### src/rtl/ctrl_pkg.sv
// Shared encodings for the control sequencer: opcodes, bus/register codes,
// ALU operations, FSM states and the EXEC-cycle transfer decode.
package ctrl_pkg;

  localparam logic [3:0] OP_NOP  = 4'h0;
  localparam logic [3:0] OP_LDM  = 4'h1;
  localparam logic [3:0] OP_STM  = 4'h2;
  localparam logic [3:0] OP_LDR  = 4'h3;
  localparam logic [3:0] OP_STR  = 4'h4;
  localparam logic [3:0] OP_ADD  = 4'h5;
  localparam logic [3:0] OP_SHR  = 4'h6;
  localparam logic [3:0] OP_JZ   = 4'h7;
  localparam logic [3:0] OP_JMP  = 4'h8;
  localparam logic [3:0] OP_HALT = 4'hF;

  // Register codes shared by wr_sel and rd_sel.
  localparam logic [3:0] SEL_NONE = 4'd0;
  localparam logic [3:0] SEL_PC   = 4'd1;
  localparam logic [3:0] SEL_DR   = 4'd2;
  localparam logic [3:0] SEL_R1   = 4'd3;
  localparam logic [3:0] SEL_R2   = 4'd4;
  localparam logic [3:0] SEL_R3   = 4'd5;
  localparam logic [3:0] SEL_R4   = 4'd6;
  localparam logic [3:0] SEL_R5   = 4'd7;
  localparam logic [3:0] SEL_TR   = 4'd8;

  typedef enum logic [2:0] {
    ALU_PASS = 3'd0,
    ALU_ADD  = 3'd1,
    ALU_SHR  = 3'd2
  } alu_op_e;

  typedef enum logic [2:0] {
    ST_IDLE,
    ST_FETCH,
    ST_DECODE,
    ST_MEM,
    ST_EXEC,
    ST_HALT
  } state_e;

  typedef struct packed {
    logic [3:0] wr_sel;
    logic [3:0] rd_sel;
    alu_op_e    alu_op;
  } xfer_t;

  function automatic logic reg_valid(input logic [3:0] r);
    return (r != SEL_NONE) && (r <= SEL_TR);
  endfunction

  function automatic logic uses_reg(input logic [3:0] op);
    return (op == OP_LDR) || (op == OP_STR) || (op == OP_ADD);
  endfunction

  function automatic logic op_legal(input logic [3:0] op);
    return (op <= OP_JMP) || (op == OP_HALT);
  endfunction

  function automatic logic instr_illegal(input logic [7:0] ir);
    return !op_legal(ir[7:4]) || (uses_reg(ir[7:4]) && !reg_valid(ir[3:0]));
  endfunction

  // Single register transfer performed in EXEC; illegal words decode as NOP.
  function automatic xfer_t exec_xfer(input logic [7:0] ir, input logic z);
    xfer_t x;
    x = '0;
    case (ir[7:4])
      OP_LDR:  begin x.wr_sel = ir[3:0]; x.rd_sel = SEL_DR;  end
      OP_STR:  begin x.wr_sel = SEL_DR;  x.rd_sel = ir[3:0]; end
      OP_ADD:  begin x.wr_sel = SEL_TR;  x.rd_sel = ir[3:0]; x.alu_op = ALU_ADD; end
      OP_SHR:  begin x.wr_sel = SEL_TR;  x.rd_sel = SEL_TR;  x.alu_op = ALU_SHR; end
      OP_JZ:   if (z) begin x.wr_sel = SEL_PC; x.rd_sel = SEL_DR; end
      OP_JMP:  begin x.wr_sel = SEL_PC;  x.rd_sel = SEL_DR;  end
      default: x = '0;
    endcase
    if (instr_illegal(ir)) x = '0;
    return x;
  endfunction

endpackage

### src/rtl/mem_handshake_timer.sv
// Memory handshake tracker: turns a held request plus mem_ready into an
// acknowledge, and flags a timeout after MEM_TIMEOUT non-ready cycles.
module mem_handshake_timer #(
  parameter int TO_W        = 8,
  parameter int MEM_TIMEOUT = 255
) (
  input  logic clk,
  input  logic rst_n,
  input  logic req_i,
  input  logic mem_ready_i,
  output logic ack_o,
  output logic timeout_o
);

  localparam logic [TO_W-1:0] LAST_WAIT = TO_W'(MEM_TIMEOUT - 1);

  logic [TO_W-1:0] cnt_q, cnt_d;

  assign ack_o     = req_i && mem_ready_i;
  // A ready on the limit cycle suppresses the timeout.
  assign timeout_o = req_i && !mem_ready_i && (cnt_q == LAST_WAIT);

  always_comb begin
    // NOTE: default assigned first so every path drives cnt_d and no latch is inferred.
    cnt_d = cnt_q;
    if (!req_i || mem_ready_i || timeout_o) cnt_d = '0;
    else                                    cnt_d = cnt_q + 1'b1;
  end

  always_ff @(posedge clk or negedge rst_n) begin
    // NOTE: sequential state uses non-blocking assignments only.
    if (!rst_n) cnt_q <= '0;
    else        cnt_q <= cnt_d;
  end

endmodule

### src/rtl/control_sequencer.sv
// Micro-sequencer: fetch/decode/execute FSM producing registered write-enable,
// bus-select, ALU and memory strobes for the down-sampler datapath.
module control_sequencer
  import ctrl_pkg::*;
#(
  parameter int SEL_W       = 4,
  parameter int TO_W        = 8,
  parameter int MEM_TIMEOUT = 255
) (
  input  logic             clk,
  input  logic             rst_n,
  input  logic             start,
  input  logic [7:0]       instr,
  input  logic             z_flag,
  input  logic             mem_ready,
  output logic             mem_rd,
  output logic             mem_wr,
  output logic             ir_load,
  output logic             pc_inc,
  output logic [SEL_W-1:0] wr_sel,
  output logic [SEL_W-1:0] rd_sel,
  output logic [2:0]       alu_op,
  output logic             busy,
  output logic             done,
  output logic             err
);

  state_e           state_q, state_d;
  logic [7:0]       ir_q, ir_d;
  logic             err_q, err_d;
  logic             mem_rd_q, mem_rd_d;
  logic             mem_wr_q, mem_wr_d;
  logic [SEL_W-1:0] wr_sel_q, wr_sel_d;
  logic [SEL_W-1:0] rd_sel_q, rd_sel_d;
  logic [2:0]       alu_op_q, alu_op_d;
  logic             busy_q, busy_d;
  logic             done_q, done_d;

  logic       ack, timeout;
  logic [3:0] op;
  xfer_t      xfer;

  assign op   = ir_q[7:4];
  assign xfer = exec_xfer(ir_q, z_flag);

  mem_handshake_timer #(
    .TO_W        (TO_W),
    .MEM_TIMEOUT (MEM_TIMEOUT)
  ) u_timer (
    .clk         (clk),
    .rst_n       (rst_n),
    .req_i       (mem_rd_q | mem_wr_q),
    .mem_ready_i (mem_ready),
    .ack_o       (ack),
    .timeout_o   (timeout)
  );

  always_comb begin
    state_d = state_q;
    ir_d    = ir_q;
    err_d   = err_q;
    case (state_q)
      ST_IDLE, ST_HALT: if (start) state_d = ST_FETCH;
      ST_FETCH: begin
        if (ack) begin
          ir_d    = instr;
          state_d = ST_DECODE;
        end else if (timeout) begin
          err_d   = 1'b1;
          state_d = ST_HALT;
        end
      end
      ST_DECODE: begin
        if (instr_illegal(ir_q)) begin
          err_d   = 1'b1;
          state_d = ST_EXEC;
        end else if (op == OP_LDM || op == OP_STM) begin
          state_d = ST_MEM;
        end else if (op == OP_HALT) begin
          state_d = ST_HALT;
        end else begin
          state_d = ST_EXEC;
        end
      end
      ST_MEM: begin
        if (ack) begin
          state_d = ST_FETCH;
        end else if (timeout) begin
          err_d   = 1'b1;
          state_d = ST_HALT;
        end
      end
      ST_EXEC: state_d = ST_FETCH;
      default: state_d = ST_IDLE;
    endcase
  end

  // Outputs are registered from the state being entered, so they are valid
  // for the whole of that state.
  always_comb begin
    mem_rd_d = (state_d == ST_FETCH) || (state_d == ST_MEM && op == OP_LDM);
    mem_wr_d = (state_d == ST_MEM && op == OP_STM);
    wr_sel_d = '0;
    rd_sel_d = '0;
    alu_op_d = ALU_PASS;
    if (state_d == ST_EXEC) begin
      wr_sel_d = SEL_W'(xfer.wr_sel);
      rd_sel_d = SEL_W'(xfer.rd_sel);
      alu_op_d = xfer.alu_op;
    end
    busy_d = (state_d != ST_IDLE) && (state_d != ST_HALT);
    done_d = (state_d == ST_HALT);
  end

  always_ff @(posedge clk or negedge rst_n) begin
    // NOTE: IR is reset too, so decode never sees X after an abort.
    if (!rst_n) begin
      state_q  <= ST_IDLE;
      ir_q     <= '0;
      err_q    <= 1'b0;
      mem_rd_q <= 1'b0;
      mem_wr_q <= 1'b0;
      wr_sel_q <= '0;
      rd_sel_q <= '0;
      alu_op_q <= '0;
      busy_q   <= 1'b0;
      done_q   <= 1'b0;
    end else begin
      state_q  <= state_d;
      ir_q     <= ir_d;
      err_q    <= err_d;
      mem_rd_q <= mem_rd_d;
      mem_wr_q <= mem_wr_d;
      wr_sel_q <= wr_sel_d;
      rd_sel_q <= rd_sel_d;
      alu_op_q <= alu_op_d;
      busy_q   <= busy_d;
      done_q   <= done_d;
    end
  end

  // Completion strobes coincide with the mem_ready cycle: a registered
  // request qualified by ready, so they still drop with reset.
  assign ir_load = ack && (state_q == ST_FETCH);
  assign pc_inc  = ir_load;
  assign wr_sel  = (ack && mem_rd_q && state_q == ST_MEM) ? SEL_W'(SEL_DR) : wr_sel_q;

  assign mem_rd = mem_rd_q;
  assign mem_wr = mem_wr_q;
  assign rd_sel = rd_sel_q;
  assign alu_op = alu_op_q;
  assign busy   = busy_q;
  assign done   = done_q;
  assign err    = err_q;

endmodule

### config.mk
export PLATFORM = sky130hd
export DESIGN_NAME = control_sequencer
export DESIGN_NICKNAME = d
export VERILOG_FILES = /design/src/rtl/ctrl_pkg.sv /design/src/rtl/mem_handshake_timer.sv /design/src/rtl/control_sequencer.sv
export SDC_FILE = /design/constraint.sdc
export NUM_CORES = 1
export LEC_CHECK = 0
export ABC_AREA = 1
export CORE_MARGIN = 1
export CORE_UTILIZATION = 30
export DETAILED_ROUTE_END_ITERATION = 8
export DONT_BUFFER_PORTS = 1
export PLACE_DENSITY_LB_ADDON = 0.3
export SYNTH_ARGS = -nofsm -noshare
export SYNTH_HDL_FRONTEND = slang
export SYNTH_SLANG_ARGS = --single-unit
### constraint.sdc
create_clock -name clk -period 1.5 [get_ports clk]
set_input_delay 0.225 -clock clk [delete_from_list [all_inputs] [get_ports clk]]
set_output_delay 0.225 -clock clk [all_outputs]
set_load 0.02 [all_outputs]
Word-level counts from Yosys, hierarchy flattened
Index checks and enable logic that the tools add are counted.

Word-level logic and storage cells: 90. Register bits after elaboration: 35. Output and inout port bits: 18.

$lt $le $gt $ge: 2. Equal/unequal tests: 23. Bitwise operators: 1. Reduce and logical (&&, ||, !) cells: 31. $add $sub $neg: 1. Muxes and demuxes: 21.

Operator list (number): $pmux W8 S6 (1); $mux W3 (7); $eq A4 B3 Y1 const B (4); $pmux W3 S5 (1); $eq A3 B3 Y1 const B (4); $mux W4 (3); $logic_and A1 B1 Y1 (11); $mux W11 (1); $eq A3 B2 Y1 const B (3); $add A8 B1 Y8 const B (1); $eq A4 B2 Y1 const B (2); $eq A4 B4 Y1 const B (2); $eq A8 B8 Y1 const B (1); $le A4 B4 Y1 const B (2); $logic_or A1 B1 Y1 (8); $mux W8 (1); $eq A3 B1 Y1 const B (2); $mux W5 (1); $eq A4 B1 Y1 const B (1); $logic_not A1 Y1 (4); $mux W1 (4); $ne A2 B2 Y1 const B (2); $pmux W2 S2 (1); $reduce_and A4 Y1 (1); 10 further kinds (11).

Longest topological paths before layout
Word-level depth: 10. Mapped depth: 11.

Modules after synthesis
A second synthesis with hierarchy kept.

Cell total of the unflattened synthesis: 222. Area, all modules: 1742.9 µm².

By module, submodules not included: control_sequencer (instances 1, cells each 169, area each 1316.3 µm², seq. area each 650.6 µm²); mem_handshake_timer (instances 1, cells each 53, area each 426.7 µm², seq. area each 200.2 µm²).

Worst setup path after synthesis
OpenSTA, ideal clock, no wires.

Path type: reg-to-output. From: register state_q[2]. To: output pc_inc. Arrival: 1.245 ns. Cell stages (with the launch flop): 6. Path slack: 0.030 ns. Path through: dfrtp_1 -> inv_1 -> nand3_1 -> nor2_4 -> buf_2 -> buf_4.

Longest elaborated chain between the ends: 2.

RTL lines: start, declared (RTL line control_sequencer.sv:28) `state_e state_q, state_d;`; start signal, assigned (RTL line control_sequencer.sv:129) `state_q <= state_d;`; $eq A3 B1 Y1 (RTL line control_sequencer.sv:144) `assign ir_load = ack && (state_q == ST_FETCH);`; $logic_and A1 B1 Y1 (RTL line control_sequencer.sv:144); end, declared (RTL line control_sequencer.sv:19) `output logic pc_inc,`.

No other way between the ends.

Worst setup path in the final report
From: register state_q[2]. To: output wr_sel[2].

Longest elaborated chain between the ends: 3.

RTL lines: $eq A3 B2 Y1 (RTL line control_sequencer.sv:146) `assign wr_sel = (ack && mem_rd_q && state_q == ST_MEM) ? SEL_W'(SEL_DR) : wr_sel_q;`; $logic_and A1 B1 Y1 (RTL line control_sequencer.sv:146); $mux W4 (RTL line control_sequencer.sv:146); end, declared (RTL line control_sequencer.sv:20) `output logic [SEL_W-1:0] wr_sel,`.

No other way between the ends.

==> run_results.csv <==
group,metric,value,unit
status,status,"finished with violations",
setup_path,worstPathCellList,"inv_2 -> nand3_2 -> inv_2 -> nand3_2 -> inv_4 -> nor2_2 -> buf_6",
setup_path,reg2reg_from,"state_q[0]",
final_layout,n_antenna_cell,0,
setup_path,criticalPathCategory,"reg -> out",
timing,max_freq,657,MHz
synthesis,yosysTopAreaCellShare,0.494,
final_layout,multi_input_area,788,um^2
final_layout,regArea,853,um^2
placed_design,routabilityCongestion,0.767,
global_route,grt_pass1_wl,6470,um
detailed_routing,post_drt_wl_per_cell,12.4,um
placed_design,post-place-cells,284,
clock_tree,clk_pin_slew,0.07,ns
global_route,grt_usage,0.140,
floorplanning,initial_core_util,0.313,
setup_path,crit_slowest_cell,"dfrtp_1",
synthesis,synthTopCellsByCount,"37 x nand2_1, 34 x dfrtp_1, 31 x nor2_1, 26 x inv_1, 16 x nand3_1",
global_route,grt.overflow.total,0,
timing,final.min_clock_period,1.52,ns
synthesis,synth_edf_count,0,
clock_tree,root_buffer,"clkbuf_8",
synthesis,synth_cell_type_count,32,
power,p_leak,1.05,nW
detailed_routing,via_per_inst,4.69,
synthesis,seq_area_frac_synth,0.494,
detailed_routing,drt-initial-drc-count,56,
timing,tns,-0.0806,ns
final_layout,fill_cells,561,
placed_design,hpwlAfterDp,2550,um
synthesis,synth_flop_cell,"dfrtp_1",
detailed_routing,vias,1464,
detailed_routing,wl,3880,um
setup_path,path_max_fanout,4,
floorplanning,die_h,77.8,um
setup_path,cp_top_family,"flip-flops",
detailed_routing,drc,0,
detailed_routing,antenna_left,0,
floorplanning,num_rows,27,
synthesis,ys_seq_elements,34,
synthesis,syn_area_per_cell,8.36,um^2
global_route,antenna_found_initial,0,
synthesis,postSynthCellCount,206,
clock_tree,clk_latency,0.29,ns
floorplanning,die-area,6050,um^2
setup_path,max_stage_delay,0.41,ns
setup_path,end_kind,"primary output",
setup_path,critPathCapture,"wr_sel[2]",
synthesis,synth_most_common_cell,"nand2_1",
setup_path,startpoint,"state_q[2]",
timing,final_max_slew_viol_count,0,
setup_path,arrival,1.30,ns
setup_path,critical_path_required,1.27,ns
clock_tree,cts_made_buffers,5,
synthesis,synthTopCellsByArea,"dfrtp_1 49%, nand2_1 8.1%, nor2_1 6.8%",
synthesis,synth_top_area_cell,"dfrtp_1",
final_layout,finalNonFillerCells,312,
run,maxCapViolCount,0,
floorplanning,io_pins,31,
timing,hold_viol,0,
clock_tree,cts.sinks,34,
final_layout,drive_gt1_frac,0.321,
clock_tree,cts_tree,"built",
synthesis,async_flop_share,1.00,
setup_path,cp.depth,7,
timing,setup_viol,6,
timing,setup_ws,-0.0222,ns
placed_design,port_buffers,0,
global_route,grt_pass1_vias,1351,
setup_path,ff2ff_path_depth,10,
setup_path,ff2ff_setup_slack,0.01,ns
timing,finClkSkew,0.00163,ns
floorplanning,core,5510,um^2
setup_path,startpoint_type,"flop",
power,p_per_area,1840,nW/um^2
min_path,worstHoldPathType,"in -> reg",
synthesis,synth_area,1720,um^2
global_route,grt_max_degree,35,
detailed_routing,drt_pass1_iterations,5,
setup_path,path_buf_inv,4,
timing,fin_crit_sh,1.01,
floorplanning,die_w,77.8,um
setup_path,timing.rr.end,"busy",
status,violations,"negative setup slack",
final_layout,syn2layout_area_growth,31.8,%
final_layout,finish.net_count,254,
clock_tree,cts_htree_levels,2,
synthesis,ys.warnings.count,0,
power,ir_worst_vdd,1.23,mV
synthesis,synth_nets,221,
timing,rsz0062_at_grt,"true",
clock_tree,cts_buffer_depth,2,
[how the worst min path moves through the flow]
stage,from,to,cells after the start
after floorplan,rst_n,alu_op[0],0
after global placement,rst_n,u_timer.cnt_q[7],0
after detailed placement,rst_n,mem_wr,0
after CTS,instr[7],ir_q[7],2
after global routing,instr[3],ir_q[3],2
final,instr[7],ir_q[7],2
[report_power, final]
part	switching [mW]	internal [mW]	leakage, nW	total (mW)
combinational	1.08	0.848	0.554	1.93
clock	0.358	0.494	0.0504	0.852
sequential	0.258	1.13	0.446	1.39
total	1.70	2.48	1.05	4.17
[metrics by stage]
step	utilization	hold slack (ns)	area [um^2]	total power, mW	setup slack, ns
finish	0.412	0.0557	2270	4.17	-0.0222
global route	0.412	0.0469	2270	4.47	-0.0857
CTS	0.392	0.0487	2160	4.01	0.000332
detailed placement	0.337	-0.0690	1860	2.81	0.0612
global placement	0.337	-0.0692	1860	2.80	0.0798
floorplan	-	-0.0706	1720	2.51	0.0298
[flip-flops by register name, summed over array words and instances, names as in the netlist, 2 cells and up]
name / flops
ir_q: 8
u_timer.cnt_q: 8
state_q: 3
alu_op: 2
wr_sel_q: 4
rd_sel: 4
[final cells by class]
| class | instances | share of cell area |
|---|---|---|
| multi-input cells | 139 | 0.347 |
| repair buffers | 30 | 0.138 |
| clock inverters | 3 | 0.0198 |
| inverters | 29 | 0.0490 |
| well taps | 72 | 0.0397 |
| clock buffers | 5 | 0.0303 |
| flip-flops and latches | 34 | 0.376 |
[layer usage]
metal	global-route usage	vias to the layer above	wire length (um)
met5	0	-	0
met4	0.0566	0	57
met3	0.0388	8	234
met2	0.227	53	1890
met1	0.174	678	1700
li1	-	725	-
[cells in the final DEF (no fill, tap or decap), drive strengths merged]
master	count
a21o	1
a21oi	4
a31oi	1
and2	1
buf	27
bufbuf	2
bufinv	1
clkbuf	5
clkinvlp	2
conb	1
dfrtp	34
dlygate4sd3	1
ha	2
inv	29
nand2	42
nand3	20
nand4	5
nor2	34
nor3	5
nor3b	3
nor4	1
o211ai	2
o21ai	13
o31ai	1
or2	1
xnor2	2
[timing repair]
item,in CTS,in global routing
resized for setup,10,20
endpoints found under the hold margin,34,0
setup endpoints to repair,6,22
cloned,2,0
setup buffers,9,7
pin swaps,1,5
hold buffers,2,0
[cell families (layout without fill, tap and decap cells)]
kind of cell,Yosys count,count (layout),synth area share
AO/OA/AOI/OAI,22,22,0.0748
other,1,1,0.00218
XOR/XNOR,2,2,0.0102
flip-flops,34,34,0.494
adder cells (fa/ha/maj),2,2,0.0145
buffers and inverters,33,67,0.0813
AND/OR/NAND/NOR,112,112,0.323
No activity file was read; power rests on OpenSTA's default activity.
